==> src/rtl/mips_core_pkg.sv <==
// Shared MIPS core types: multiply/divide opcodes and the mult/div unit's state encoding.
package mips_core_pkg;

    // The 3-bit md_ctl port carries exactly the eight real operations.
    // MDCTL_NOP sits outside that range and is only the internal "no operation" code.
    typedef enum logic [3:0] {
        MULT      = 4'd0,
        MULTU     = 4'd1,
        DIV       = 4'd2,
        DIVU      = 4'd3,
        MFHI      = 4'd4,
        MFLO      = 4'd5,
        MTHI      = 4'd6,
        MTLO      = 4'd7,
        MDCTL_NOP = 4'd8
    } md_ctl_e;

    typedef enum logic [1:0] {
        IDLE     = 2'd0,
        MUL_BUSY = 2'd1,
        DIV_BUSY = 2'd2
    } md_state_e;

    localparam int unsigned MD_CTL_W = 3;

    // Map a raw port opcode onto the operation enum.
    function automatic md_ctl_e md_decode(input logic [MD_CTL_W-1:0] code);
        return md_ctl_e'({1'b0, code});
    endfunction

endpackage

==> src/rtl/md_divider.sv <==
// Iterative radix-2 restoring divider on unsigned magnitudes.
// One quotient bit per cycle, DATA_WIDTH cycles from start until busy drops.
module md_divider #(
    parameter int unsigned DATA_WIDTH = 32
) (
    input  logic                  clk,
    input  logic                  rst_n,
    input  logic                  start,
    input  logic                  abort,
    input  logic [DATA_WIDTH-1:0] dividend,
    input  logic [DATA_WIDTH-1:0] divisor,
    output logic                  busy,
    output logic [DATA_WIDTH-1:0] quotient,
    output logic [DATA_WIDTH-1:0] remainder
);

    localparam int unsigned CNT_W = $clog2(DATA_WIDTH + 1);

    logic [DATA_WIDTH-1:0] rem_q, rem_d;
    logic [DATA_WIDTH-1:0] quo_q, quo_d;
    logic [DATA_WIDTH-1:0] dvs_q, dvs_d;
    logic [CNT_W-1:0]      cnt_q, cnt_d;
    logic                  busy_q, busy_d;

    logic [DATA_WIDTH:0]   trial;
    logic [DATA_WIDTH:0]   diff;
    logic                  fits;

    // Quotient shifts in from the bottom while the dividend shifts out of the top.
    always_comb begin
        rem_d  = rem_q;
        quo_d  = quo_q;
        dvs_d  = dvs_q;
        cnt_d  = cnt_q;
        busy_d = busy_q;

        trial  = {rem_q, quo_q[DATA_WIDTH-1]};
        diff   = trial - {1'b0, dvs_q};
        fits   = (trial >= {1'b0, dvs_q});

        if (abort) begin
            busy_d = 1'b0;
            cnt_d  = '0;
        end else if (start) begin
            rem_d  = '0;
            quo_d  = dividend;
            dvs_d  = divisor;
            cnt_d  = CNT_W'(DATA_WIDTH);
            busy_d = 1'b1;
        end else if (busy_q) begin
            rem_d = fits ? diff[DATA_WIDTH-1:0] : trial[DATA_WIDTH-1:0];
            quo_d = {quo_q[DATA_WIDTH-2:0], fits};
            cnt_d = cnt_q - CNT_W'(1);
            if (cnt_q == CNT_W'(1)) begin
                busy_d = 1'b0;
            end
        end
    end

    always_ff @(posedge clk or negedge rst_n) begin
        if (!rst_n) begin
            rem_q  <= '0;
            quo_q  <= '0;
            dvs_q  <= '0;
            cnt_q  <= '0;
            busy_q <= 1'b0;
        end else begin
            rem_q  <= rem_d;
            quo_q  <= quo_d;
            dvs_q  <= dvs_d;
            cnt_q  <= cnt_d;
            busy_q <= busy_d;
        end
    end

    assign busy      = busy_q;
    assign quotient  = quo_q;
    assign remainder = rem_q;

endmodule

==> src/rtl/mult_div_unit.sv <==
// Execute-stage multiply/divide unit owning the architectural HI/LO registers.
// Multi-cycle MULT/DIV with valid/ready handshake and flush abort; MF*/MT* complete in one cycle.
module mult_div_unit
    import mips_core_pkg::*;
#(
    parameter int unsigned DATA_WIDTH  = 32,
    parameter int unsigned MUL_LATENCY = 4
) (
    input  logic                  clk,
    input  logic                  rst_n,
    input  logic                  in_valid,
    output logic                  in_ready,
    input  logic [2:0]            md_ctl,
    input  logic [DATA_WIDTH-1:0] op1,
    input  logic [DATA_WIDTH-1:0] op2,
    input  logic                  flush,
    output logic                  out_valid,
    output logic [DATA_WIDTH-1:0] result,
    output logic                  done,
    output logic [DATA_WIDTH-1:0] hi,
    output logic [DATA_WIDTH-1:0] lo
);

    localparam int unsigned CNT_W  = (MUL_LATENCY > 1) ? $clog2(MUL_LATENCY) : 1;
    localparam int unsigned PROD_W = 2 * DATA_WIDTH;

    md_state_e             state_q, state_d;
    logic [CNT_W-1:0]      cnt_q, cnt_d;
    logic [DATA_WIDTH-1:0] hi_q, hi_d;
    logic [DATA_WIDTH-1:0] lo_q, lo_d;
    logic [DATA_WIDTH-1:0] result_q, result_d;
    logic                  out_valid_q, out_valid_d;
    logic                  done_q, done_d;
    logic                  in_ready_q, in_ready_d;
    logic [DATA_WIDTH-1:0] a_q, a_d;
    logic [DATA_WIDTH-1:0] b_q, b_d;
    logic                  sgn_q, sgn_d;

    md_ctl_e               op;
    logic                  accept;
    logic                  op_signed;
    logic [DATA_WIDTH-1:0] mag1, mag2;
    logic [PROD_W-1:0]     a_ext, b_ext, product;
    logic                  neg_quo, neg_rem;
    logic [DATA_WIDTH-1:0] quo_fix, rem_fix;

    logic                  div_start;
    logic                  div_abort;
    logic                  div_busy;
    logic [DATA_WIDTH-1:0] div_quo, div_rem;

    assign op        = md_decode(md_ctl);
    assign accept    = in_valid & (state_q == IDLE) & ~flush;
    assign op_signed = (op == MULT) || (op == DIV);

    // Divider works on magnitudes; signs are restored in the final fix-up cycle.
    assign mag1 = (op_signed && op1[DATA_WIDTH-1]) ? (DATA_WIDTH'(0) - op1) : op1;
    assign mag2 = (op_signed && op2[DATA_WIDTH-1]) ? (DATA_WIDTH'(0) - op2) : op2;

    // Sign-extending to the full product width gives the signed product modulo 2^PROD_W.
    assign a_ext   = sgn_q ? {{DATA_WIDTH{a_q[DATA_WIDTH-1]}}, a_q} : {DATA_WIDTH'(0), a_q};
    assign b_ext   = sgn_q ? {{DATA_WIDTH{b_q[DATA_WIDTH-1]}}, b_q} : {DATA_WIDTH'(0), b_q};
    assign product = a_ext * b_ext;

    assign neg_quo = sgn_q & (a_q[DATA_WIDTH-1] ^ b_q[DATA_WIDTH-1]);
    assign neg_rem = sgn_q & a_q[DATA_WIDTH-1];
    assign quo_fix = neg_quo ? (DATA_WIDTH'(0) - div_quo) : div_quo;
    assign rem_fix = neg_rem ? (DATA_WIDTH'(0) - div_rem) : div_rem;

    md_divider #(
        .DATA_WIDTH(DATA_WIDTH)
    ) u_divider (
        .clk      (clk),
        .rst_n    (rst_n),
        .start    (div_start),
        .abort    (div_abort),
        .dividend (mag1),
        .divisor  (mag2),
        .busy     (div_busy),
        .quotient (div_quo),
        .remainder(div_rem)
    );

    // Next state, HI/LO update and output pulses.
    always_comb begin
        state_d     = state_q;
        cnt_d       = cnt_q;
        hi_d        = hi_q;
        lo_d        = lo_q;
        result_d    = result_q;
        out_valid_d = 1'b0;
        done_d      = 1'b0;
        a_d         = a_q;
        b_d         = b_q;
        sgn_d       = sgn_q;
        div_start   = 1'b0;
        div_abort   = 1'b0;

        unique case (state_q)
            IDLE: begin
                if (accept) begin
                    case (op)
                        MULT, MULTU: begin
                            a_d     = op1;
                            b_d     = op2;
                            sgn_d   = op_signed;
                            cnt_d   = CNT_W'(MUL_LATENCY - 1);
                            state_d = MUL_BUSY;
                        end
                        DIV, DIVU: begin
                            a_d       = op1;
                            b_d       = op2;
                            sgn_d     = op_signed;
                            div_start = 1'b1;
                            state_d   = DIV_BUSY;
                        end
                        MFHI: begin
                            result_d    = hi_q;
                            out_valid_d = 1'b1;
                        end
                        MFLO: begin
                            result_d    = lo_q;
                            out_valid_d = 1'b1;
                        end
                        MTHI: begin
                            hi_d   = op1;
                            done_d = 1'b1;
                        end
                        MTLO: begin
                            lo_d   = op1;
                            done_d = 1'b1;
                        end
                        default: ;
                    endcase
                end
            end
            // Completion is checked before flush so a flush on the final edge loses.
            MUL_BUSY: begin
                if (cnt_q == '0) begin
                    {hi_d, lo_d} = product;
                    done_d       = 1'b1;
                    state_d      = IDLE;
                end else if (flush) begin
                    cnt_d   = '0;
                    state_d = IDLE;
                end else begin
                    cnt_d = cnt_q - CNT_W'(1);
                end
            end
            DIV_BUSY: begin
                if (!div_busy) begin
                    if (b_q == '0) begin
                        lo_d = '1;
                        hi_d = a_q;
                    end else begin
                        lo_d = quo_fix;
                        hi_d = rem_fix;
                    end
                    done_d  = 1'b1;
                    state_d = IDLE;
                end else if (flush) begin
                    div_abort = 1'b1;
                    state_d   = IDLE;
                end
            end
            default: state_d = IDLE;
        endcase

        in_ready_d = (state_d == IDLE);
    end

    always_ff @(posedge clk or negedge rst_n) begin
        if (!rst_n) begin
            state_q     <= IDLE;
            cnt_q       <= '0;
            hi_q        <= '0;
            lo_q        <= '0;
            result_q    <= '0;
            out_valid_q <= 1'b0;
            done_q      <= 1'b0;
            in_ready_q  <= 1'b1;
            a_q         <= '0;
            b_q         <= '0;
            sgn_q       <= 1'b0;
        end else begin
            state_q     <= state_d;
            cnt_q       <= cnt_d;
            hi_q        <= hi_d;
            lo_q        <= lo_d;
            result_q    <= result_d;
            out_valid_q <= out_valid_d;
            done_q      <= done_d;
            in_ready_q  <= in_ready_d;
            a_q         <= a_d;
            b_q         <= b_d;
            sgn_q       <= sgn_d;
        end
    end

    assign in_ready  = in_ready_q;
    assign out_valid = out_valid_q;
    assign result    = result_q;
    assign done      = done_q;
    assign hi        = hi_q;
    assign lo        = lo_q;

endmodule
==> config.mk <==
export PLATFORM = sky130hd
export DESIGN_NAME = mult_div_unit
export DESIGN_NICKNAME = d
export VERILOG_FILES = /design/src/rtl/mips_core_pkg.sv /design/src/rtl/md_divider.sv /design/src/rtl/mult_div_unit.sv
export SDC_FILE = /design/constraint.sdc
export NUM_CORES = 2
export LEC_CHECK = 0
export ABC_AREA = 1
export ABC_CLOCK_PERIOD_IN_PS = 26700
export BUFFER_PORTS_ARGS = -buffer_cell sky130_fd_sc_hd__buf_2
export CORE_ASPECT_RATIO = 1.5
export CORE_UTILIZATION = 49
export DETAILED_ROUTE_END_ITERATION = 12
export PLACE_DENSITY = 0.76
export SLEW_MARGIN = 40
export SYNTH_ARGS = -nofsm -noshare
export SYNTH_HDL_FRONTEND = slang
export SYNTH_SLANG_ARGS = --single-unit
export TNS_END_PERCENT = 20
==> constraint.sdc <==
create_clock -name clk -period 26.7 [get_ports clk]
set_clock_uncertainty 0.1 [all_clocks]
set_input_delay 2.67 -clock clk [delete_from_list [all_inputs] [get_ports clk]]
set_output_delay 2.67 -clock clk [all_outputs]
set_load 0.05 [all_outputs]
==> flow_metrics.py <==
metrics = {
    "run_status": {
        "status": "complete, no violations",
    },
    "floorplan": {
        "start_util_pct": 49.5,
        "die_h_um": 457,
        "core_area_mm2": 0.137,
        "rows": 166,
        "io_pins": 170,
        "dieArea_mm2": 0.140,
        "die-width_um": 305,
    },
    "sta": {
        "setup_viol": 0,
        "relSlewSlack_pct": 37.3,
        "setup_tns_ns": 0,
        "hold_viol_final": 0,
        "fmax_mhz": 92.5,
        "worstMarginPinSlew_ns": 0.937,
        "fin_crit_ns": 10.81,
        "rsz0062_at_grt": "false",
        "fin_crit_sh_pct": 40.5,
        "drv_slew": 0,
    },
    "logic_synthesis": {
        "synth_cells": 8694,
        "synth-seq-cells": 271,
        "synth_edf_count": 0,
        "ys_seq_area_share_pct": 10.0,
        "synth_area_mm2": 0.0677,
        "yosysWarnings": 0,
        "async_flop_share_pct": 100,
        "avgSynthCellArea_um2": 7.79,
        "synth_ff_type": "dfrtp_1",
        "syn_nets": 10500,
        "synth.lib_cells_used.distinct": 69,
    },
    "detailed_routing": {
        "routed_wl_um": 259000,
        "first_iter_violations": 5309,
        "first_pass_iters": 6,
        "wire_per_inst_um": 24.9,
        "post_drt_via_cell_ratio": 5.57,
        "vias": 57900,
        "ant_nets": 0,
        "post-route-drc-count": 0,
    },
    "setup_path": {
        "crit_fanout": 63,
        "arrival_ns": 11.21,
        "slowest_delay_ns": 0.82,
        "cp_slowest_cell": "fa_1",
        "path_class": "reg2reg",
        "worstPathRequired_ns": 27.09,
        "startpoint_type": "flip-flop",
        "cp-end-kind": "flip-flop",
        "cp_common_cell": "fa_1",
    },
    "run": {
        "cap_violations": 0,
    },
    "clocking": {
        "cts_hold_repair.buffers": 0,
        "cts_buffer_depth": 3,
        "clk_pin_slew_ns": 0.07,
        "worstSkewPairLatency_ns": 0.62,
        "clock-sinks": 271,
        "clock-root-buffer": "clkbuf_16",
        "cts_tree": "built",
        "postCtsSetupBuffers": 0,
        "cts_resized": 0,
        "htree_levels": 1,
        "cts_made_buffers": 28,
    },
    "global_route": {
        "grt_pass1_vias": 61600,
        "grt_pass1_wl_um": 384000,
        "grt_overflow": 0,
        "grt_max_degree": 110,
        "antenna_found_initial": 10,
        "grt_usage_pct": 37.8,
    },
    "placement": {
        "hpwl_um": 204000,
        "gp_congestion": 1.09,
        "port_buffers": 169,
    },
    "finish": {
        "final_nets": 10400,
        "drive_gt1_share_pct": 5.33,
        "area_growth_syn_to_layout_pct": 5.02,
    },
    "min_path": {
        "hold_class": "reg2reg",
    },
}
[worst paths after layout]
check                                         start                 endpoint  depth (start not counted)  slack [ns]
worst max-delay path                        a_q[31]                   hi[13]                         33       15.89
worst min-delay path            u_divider.dvs_q[13]      u_divider.dvs_q[13]                          2        0.40
worst max register to register              a_q[31]                   hi[13]                         33       15.89
worst min register to register  u_divider.dvs_q[13]      u_divider.dvs_q[13]                          2        0.40
max in group asynchronous                     rst_n                  a_q[10]                          4       22.92
min in group asynchronous                     rst_n  u_divider.remainder[17]                          1        1.84
[synth_stat cells (13+ instances only)]
cell type	number	area [um2]
a21o_1	17	128
a21oi_1	287	1440
a31oi_1	20	125
buf_1	14	52.6
buf_2	34	170
clkbuf_1	324	1220
dfrtp_1	270	6760
fa_1	1420	28400
ha_1	352	4400
inv_1	2514	9440
inv_2	20	75.1
nand2_1	1841	6910
nand2_2	13	81.3
nand3_1	174	871
nand3b_1	13	97.6
nand4_1	26	163
nor2_1	513	1930
nor3_1	49	245
nor4_1	22	138
o211ai_1	19	143
o21ai_0	348	1740
o21ai_1	101	505
o22ai_1	29	181
or2_2	22	138
xnor2_1	39	342
xor2_1	71	622
[cell type report]
cell class	instances	area, um2
antenna	4	10.0
clock buffer	31	732
clock inverter	19	279
fill	12900	65600
inverter	2539	9540
multi-input combinational	5508	50000
sequential	271	6810
tap	1764	2210
timing repair buffer	257	1570
[registers in the layout (all words and copies together), names as in the netlist]
signal / count
u_divider.busy: 1
a_q: 32
u_divider.quotient: 32
lo: 32
sgn_q: 1
in_ready: 1
state_q: 2
done: 1
u_divider.dvs_q: 32
u_divider.cnt_q: 6
out_valid: 1
cnt_q: 2
b_q: 32
result: 32
hi: 32
u_divider.remainder: 32
[cell usage in the layout (no fill, tap or decap), types with 103 or more instances in the layout]
cell / Yosys / final
a21oi_1: 287 / 286
buf_2: 34 / 168
dfrtp_1: 270 / 261
fa_1: 1420 / 1420
ha_1: 352 / 351
inv_1: 2514 / 2512
nand2_1: 1841 / 1841
nand3_1: 174 / 174
nor2_1: 513 / 507
o21ai_0: 348 / 346
o21ai_1: 101 / 103
[metrics by stage]
stage                     hold slack, ns  area [um2]  setup WS [ns]  instances  util, %
after floorplan                    0.353       67700          17.50       8694        -
after global placement             0.372       70000          16.14      10300     51.2
after detailed placement           0.375       70000          16.06      10300     51.3
after CTS                          0.397       71100          15.96      10400     52.0
after global routing               0.420       71100          15.50      10400     52.0
final                              0.396       71100          15.89      10400     52.0
[cells by family after synthesis]
family,after synthesis,share of synthesized area [%]
muxes,12,0.200
DFF,271,10.0
AOI/OAI and AO/OA,895,7.28
adders and majority gates,1772,48.5
buffers and inverters,2915,16.3
xor gates and xnor gates,111,1.45
and+or+nand+nor,2718,16.3
[critical path, delay by kind of cell, from the launching register on]
kind,cells,cell delay [ns]
adders and majority gates,11,6.11
and+or+nand+nor,9,1.92
buffers and inverters,9,1.75
AOI/OAI and AO/OA,4,0.45
DFF,1,0.32
[metal layers]
metal / GRT usage (%) / routed length (um)
met3: 5.76 / 20400
met1: 42.2 / 86800
met2: 63.1 / 124000
met5: 0 / 75
met4: 32.5 / 27800
Power is not shown: default switching activity piles up to over one toggle a cycle in this logic, so the estimate is an artifact.
